File: src/rtl/lcd_pkg.sv
// Shared types and constants for the HD44780 LCD driver: FSM states, the
// field layout of the core's LCD register word, and the slow-opcode decode.
package lcd_pkg;

    typedef enum logic [2:0] {
        ST_IDLE  = 3'd0,
        ST_SETUP = 3'd1,
        ST_EN_HI = 3'd2,
        ST_HOLD  = 3'd3,
        ST_EXEC  = 3'd4
    } lcd_state_e;

    localparam int LCD_ON_BIT   = 31;
    localparam int LCD_REQ_BIT  = 11;
    localparam int LCD_RS_BIT   = 9;
    localparam int LCD_DATA_MSB = 7;

    localparam logic [7:0] LCD_CMD_CLEAR    = 8'h01;
    localparam logic [7:0] LCD_CMD_HOME     = 8'h02;
    localparam logic [7:0] LCD_CMD_HOME_ALT = 8'h03;

    function automatic int lcd_max(input int a, input int b);
        return (a > b) ? a : b;
    endfunction

    // Clear display and return home need the long execution wait on the panel.
    function automatic logic lcd_is_long(input logic rs, input logic [7:0] data);
        return !rs && ((data == LCD_CMD_CLEAR) || (data == LCD_CMD_HOME) ||
                       (data == LCD_CMD_HOME_ALT));
    endfunction

endpackage

File: src/rtl/lcd_timer.sv
// Loadable down-counter; o_done flags the last cycle of a phase (count == 1).
module lcd_timer
    import lcd_pkg::*;
#(
    parameter int W = 8
) (
    input  logic         i_clk,
    input  logic         i_reset,
    input  logic         i_load,
    input  logic [W-1:0] i_load_val,
    input  logic         i_count,
    output logic         o_done
);

    logic [W-1:0] cnt_q;
    logic [W-1:0] cnt_d;

    always_comb begin
        cnt_d = cnt_q;
        if (i_load) begin
            cnt_d = i_load_val;
        end else if (i_count && (cnt_q != '0)) begin
            cnt_d = cnt_q - W'(1);
        end
    end

    always_ff @(posedge i_clk) begin
        if (i_reset) begin
            cnt_q <= '0;
        end else begin
            cnt_q <= cnt_d;
        end
    end

    assign o_done = (cnt_q == W'(1));

endmodule

File: src/rtl/lcd_hd44780_driver.sv
// Turns toggle-handshaked writes of the core's LCD register into timed HD44780
// write cycles (setup, EN pulse, hold, execution wait) with busy/ack status.
module lcd_hd44780_driver
    import lcd_pkg::*;
#(
    parameter int SETUP_CYC     = 2,
    parameter int EN_CYC        = 25,
    parameter int HOLD_CYC      = 2,
    parameter int EXEC_CYC      = 2500,
    parameter int EXEC_LONG_CYC = 82000
) (
    input  logic        i_clk,
    input  logic        i_reset,
    input  logic [31:0] i_lcd_word,
    output logic        o_lcd_on,
    output logic        o_lcd_en,
    output logic        o_lcd_rs,
    output logic        o_lcd_rw,
    output logic [7:0]  o_lcd_data,
    output logic        o_busy,
    output logic [31:0] o_status
);

    localparam int TMR_MAX = lcd_max(lcd_max(lcd_max(SETUP_CYC, EN_CYC),
                                             lcd_max(HOLD_CYC, EXEC_CYC)),
                                     EXEC_LONG_CYC);
    localparam int TMR_W   = $clog2(TMR_MAX + 1);

    localparam logic [TMR_W-1:0] SETUP_LD     = TMR_W'(SETUP_CYC);
    localparam logic [TMR_W-1:0] EN_LD        = TMR_W'(EN_CYC);
    localparam logic [TMR_W-1:0] HOLD_LD      = TMR_W'(HOLD_CYC);
    localparam logic [TMR_W-1:0] EXEC_LD      = TMR_W'(EXEC_CYC);
    localparam logic [TMR_W-1:0] EXEC_LONG_LD = TMR_W'(EXEC_LONG_CYC);

    lcd_state_e  state_q;
    logic        on_q;
    logic        en_q;
    logic        rs_q;
    logic [7:0]  data_q;
    logic        req_q;
    logic        ack_q;
    logic        busy_q;

    logic             pending;
    logic             tmr_load;
    logic [TMR_W-1:0] tmr_load_val;
    logic             tmr_count;
    logic             tmr_done;

    logic unused_word_bits;
    assign unused_word_bits = ^{i_lcd_word[LCD_ON_BIT-1:LCD_REQ_BIT+1],
                                i_lcd_word[LCD_REQ_BIT-1:LCD_RS_BIT+1],
                                i_lcd_word[LCD_RS_BIT-1:LCD_DATA_MSB+1]};

    // A request is outstanding whenever the toggle differs from the last ack.
    assign pending = (i_lcd_word[LCD_REQ_BIT] != ack_q);

    // Each phase loads its own length on entry; the counter runs until done.
    always_comb begin
        tmr_load     = 1'b0;
        tmr_load_val = '0;
        tmr_count    = 1'b0;
        case (state_q)
            ST_IDLE: begin
                if (pending) begin
                    tmr_load     = 1'b1;
                    tmr_load_val = SETUP_LD;
                end
            end
            ST_SETUP: begin
                tmr_load     = tmr_done;
                tmr_load_val = EN_LD;
                tmr_count    = !tmr_done;
            end
            ST_EN_HI: begin
                tmr_load     = tmr_done;
                tmr_load_val = HOLD_LD;
                tmr_count    = !tmr_done;
            end
            ST_HOLD: begin
                tmr_load     = tmr_done;
                tmr_load_val = lcd_is_long(rs_q, data_q) ? EXEC_LONG_LD : EXEC_LD;
                tmr_count    = !tmr_done;
            end
            ST_EXEC: begin
                tmr_count = 1'b1;
            end
            default: begin
                tmr_load = 1'b0;
            end
        endcase
    end

    lcd_timer #(
        .W (TMR_W)
    ) u_timer (
        .i_clk      (i_clk),
        .i_reset    (i_reset),
        .i_load     (tmr_load),
        .i_load_val (tmr_load_val),
        .i_count    (tmr_count),
        .o_done     (tmr_done)
    );

    always_ff @(posedge i_clk) begin
        if (i_reset) begin
            state_q <= ST_IDLE;
            on_q    <= 1'b0;
            en_q    <= 1'b0;
            rs_q    <= 1'b0;
            data_q  <= 8'h00;
            req_q   <= 1'b0;
            ack_q   <= 1'b0;
            busy_q  <= 1'b0;
        end else begin
            on_q <= i_lcd_word[LCD_ON_BIT];
            case (state_q)
                ST_IDLE: begin
                    if (pending) begin
                        rs_q    <= i_lcd_word[LCD_RS_BIT];
                        data_q  <= i_lcd_word[LCD_DATA_MSB:0];
                        req_q   <= i_lcd_word[LCD_REQ_BIT];
                        busy_q  <= 1'b1;
                        state_q <= ST_SETUP;
                    end
                end
                ST_SETUP: begin
                    if (tmr_done) begin
                        en_q    <= 1'b1;
                        state_q <= ST_EN_HI;
                    end
                end
                ST_EN_HI: begin
                    if (tmr_done) begin
                        en_q    <= 1'b0;
                        state_q <= ST_HOLD;
                    end
                end
                ST_HOLD: begin
                    if (tmr_done) begin
                        state_q <= ST_EXEC;
                    end
                end
                ST_EXEC: begin
                    if (tmr_done) begin
                        ack_q   <= req_q;
                        busy_q  <= 1'b0;
                        state_q <= ST_IDLE;
                    end
                end
                default: begin
                    en_q    <= 1'b0;
                    busy_q  <= 1'b0;
                    state_q <= ST_IDLE;
                end
            endcase
        end
    end

    assign o_lcd_on   = on_q;
    assign o_lcd_en   = en_q;
    assign o_lcd_rs   = rs_q;
    assign o_lcd_rw   = 1'b0;
    assign o_lcd_data = data_q;
    assign o_busy     = busy_q;
    assign o_status   = {30'b0, ack_q, busy_q};

endmodule

File: config.mk
export PLATFORM = sky130hd
export DESIGN_NAME = lcd_hd44780_driver
export DESIGN_NICKNAME = d
export VERILOG_FILES = /design/src/rtl/lcd_pkg.sv /design/src/rtl/lcd_timer.sv /design/src/rtl/lcd_hd44780_driver.sv
export SDC_FILE = /design/constraint.sdc
export NUM_CORES = 1
export LEC_CHECK = 0
export BUFFER_PORTS_ARGS = -buffer_cell sky130_fd_sc_hd__buf_2
export CAP_MARGIN = 20
export CORE_UTILIZATION = 44
export CTS_CLUSTER_SIZE = 24
export DETAILED_ROUTE_END_ITERATION = 6
export HOLD_SLACK_MARGIN = 0.02
export PLACE_DENSITY = 0.73
export SKIP_LAST_GASP = 1
export SLEW_MARGIN = 20
export SYNTH_ARGS = -nofsm -noshare
export SYNTH_HDL_FRONTEND = slang
export SYNTH_SLANG_ARGS = --single-unit
File: constraint.sdc
create_clock -name i_clk -period 2.39 [get_ports i_clk]
set_clock_uncertainty 0.05 [all_clocks]
set_input_delay 0.478 -clock i_clk [delete_from_list [all_inputs] [get_ports i_clk]]
set_output_delay 0.478 -clock i_clk [all_outputs]
set_load 0.02 [all_outputs]
==> flow_metrics.tcl <==
set metrics [dict create \
    placed_area_um2 2310 \
    drcViolationCount 0 \
    swShare_pct 34.8 \
    vias_per_cell 5.33 \
    wirelength_um 4910 \
    antenna_found_initial 0 \
    path_cells "inv_2 > buf_6 > ha_4 > or4b_4 > or4_4 > buf_6 > o211ai_4 > buf_8 > nor2_2 > xnor2_1 > a21oi_1" \
    final_cells 362 \
    numPortBuffers 26 \
    grt_pass1_vias 1776 \
    dieArea_um2 4900 \
    crit_top_cell "buf_6" \
    rsz0062_at_grt "yes" \
    synth_area_um2 2030 \
    power_frac_seq_pct 28.3 \
    numPlacedInstances 345 \
    cp_num_buf_inv 4 \
    busiest_layer "met2" \
    drv_cap 0 \
    min-delay-path-class "primary input to flip-flop" \
    whs_path_depth 2 \
    relSlewSlack_pct 60.5 \
    grt.overflow.total 0 \
    worstPathArrival_ns 2.64 \
    utilization_pct 61.3 \
    via_count 1928 \
    clkTransAtPathRegs_ns 0.07 \
    fin_crit_ns 2.52 \
    cts_root_buf "clkbuf_8" \
    crit_path_start_kind "flip-flop" \
    total_power_w 0.00250 \
    stdcell_area_um2 2690 \
    path_class "flip-flop to flip-flop" \
    pin_count 79 \
    critPathSlowestCell "or4_4" \
    max_freq_ghz 0.398 \
    cp_max_fo 8 \
    area_growth_pct 32.2 \
    p_leak_nw 1.19 \
    min_period_over_period_pct 105 \
    cts_sinks 34 \
    yosysUniqueCellTypes 51 \
    cts_hold_buf 0 \
    grt_max_degree 29 \
    p_sw_w 0.000869 \
    final_max_slew_viol_count 0 \
    avgRoutedWirePerCell_um 13.6 \
    die_x_um 70.0 \
    ir_worst_vdd_v 0.000406 \
    avgSynthCellArea_um2 8.17 \
    cts_tree "built" \
    groute.layer.met2.usage_pct 33.0 \
    reg2reg_depth 11 \
    drtIter0Drc 139 \
    p_per_area_nw_per_um2 929 \
    diodes 0 \
    worstPathRequired_ns 2.52 \
    first_pass_iters 4 \
    layout_setup_ws_ns -0.125 \
    grt_pass1_wl_um 8030 \
    start_util_pct 46.4 \
    syn_inst 249 \
    clkPwrFrac_pct 26.6 \
    status "finished, violations left" \
    hold_viol 0 \
    cts-htree-levels 2 \
    grtUsageTotal_pct 20.3 \
    clk_path_buf_depth 2 \
    p_int_w 0.00163 \
    synth_warnings 0 \
    synth_edf_count 0 \
    cp_num_cells 11 \
    async_flop_share_pct 0 \
    setup_violations 15 \
    fin_setup_tns_ns -1.03 \
    combPwrFrac_pct 45.0 \
    ant_nets 0 \
    final_common_cell "buf_4" \
    use_met3_pct 3.90 \
    tightest_slew_ns 0.592 \
    rows 24 \
    drive_gt1_share_pct 39.0 \
    ys_ff_latch 34 \
    layout_common_cells "36 x buf_4, 32 x dfxtp_1, 31 x conb_1, 27 x nand2_1, 26 x buf_2" \
    endpoint_kind "flip-flop" \
    slowest_delay_ns 0.47 \
    place.gp.congestion 0.859 \
    core-area_um2 4380 \
    seq_area_frac_synth_pct 33.5 \
    numCtsBuffers 5 \
    synth-main-ff-cell "dfxtp_1" \
    dpl.hpwl_um 3260 \
    fin_nets 346 \
    met1_usage_pct 26.3 \
    failed_checks "negative setup slack" \
    die_y_um 70.0 \
    clock_latency_ns 0.29 \
    critPathTopFamily "simple AND/OR/NAND/NOR gates" \
]
-- path summary, 6_finish.rpt --
| path | startpoint | endpoint | slack (ns) |
|---|---|---|---|
| hold reg to reg | o_lcd_data[5] | o_lcd_data[5] | 0.42 |
| hold / removal | i_lcd_word[31] | o_lcd_on | 0.35 |
| setup reg to reg | u_timer.cnt_q[1] | u_timer.cnt_q[7] | -0.13 |
| setup / recovery | u_timer.cnt_q[1] | u_timer.cnt_q[7] | -0.13 |
-- cells in the mapped netlist (4+ instances only) --
| master | n | area share (%) |
|---|---|---|
| buf_4 | 34 | 13 |
| dfxtp_1 | 34 | 33 |
| nand2_1 | 28 | 5.2 |
| a21oi_1 | 21 | 5.2 |
| nor2_1 | 20 | 3.7 |
| nor3_1 | 9 | 2.2 |
| clkbuf_1 | 8 | 1.5 |
| nor4_1 | 7 | 2.2 |
| xnor2_1 | 7 | 3.0 |
| o21ai_0 | 6 | 1.5 |
| or4_4 | 5 | 2.8 |
| xor2_1 | 5 | 2.2 |
| nand2b_1 | 4 | 1.2 |
| or3_1 | 4 | 1.2 |
| or4_1 | 4 | 1.5 |
-- registers in the layout, summed over array words and instances, names as in the netlist --
name           cells
ack_q              1
o_busy             1
o_lcd_data         8
o_lcd_en           1
o_lcd_on           1
o_lcd_rs           1
req_q              1
state_q            3
u_timer.cnt_q     17
-- power by group through the flow --
stage	logic (W)	clock network, W	registers [W]
floorplan	0.000608	0	0.000733
global placement	0.000865	0	0.000710
detailed placement	0.000878	0	0.000712
CTS	0.000972	0.000667	0.000702
global route	0.00121	0.000692	0.000718
finish	0.00112	0.000665	0.000707
-- metal layers --
| metal | wire, um | vias to the layer above | share of wire [%] |
|---|---|---|---|
| met2 | 2440 | 57 | 50 |
| met5 | 0 | - | 0 |
| met1 | 2220 | 929 | 45 |
| li1 | - | 932 | - |
| met3 | 168 | 10 | 3.4 |
| met4 | 85 | 0 | 1.7 |
-- repair_timing --
action                                 CTS  global route
buffers inserted                         6             3
gates resized for setup                 16            26
pin swaps                                9            18
setup endpoints to repair               17            19
endpoints found under the hold margin    0             0
-- cell families after synthesis --
family	after synthesis	synth area share, %
simple gates	99	26.5
buf+inv	47	15.3
compound gates	52	17.0
mux	1	0.492
fa+ha+maj	3	1.85
other cells	1	0.184
xor+xnor	12	5.17
flops	34	33.5
-- worst reg2reg max path: stages (launching register included) --
cell and delay (ns):
dfxtp_2 0.33, inv_2 0.06, buf_6 0.10, ha_4 0.13
or4b_4 0.45, or4_4 0.47, buf_6 0.15, o211ai_4 0.19
buf_8 0.18, nor2_2 0.05, xnor2_1 0.16, a21oi_1 0.09
-- area by class of cell --
class	instances	area, um^2
clock inverter	2	60.1
tap	52	65.1
inverter	3	11.3
timing repair buffer	67	460
clock buffer	6	82.6
sequential	34	683
multi-input combinational	198	1330
fill	368	1700
-- per-stage QoR --
stage / setup slack, ns / hold WS, ns
floorplan: -0.0175 / 0.396
global placement: -0.108 / 0.405
detailed placement: -0.132 / 0.412
CTS: -0.0693 / 0.353
global route: -0.201 / 0.377
finish: -0.125 / 0.351
Note: power is estimated with default switching activity, not from simulation.
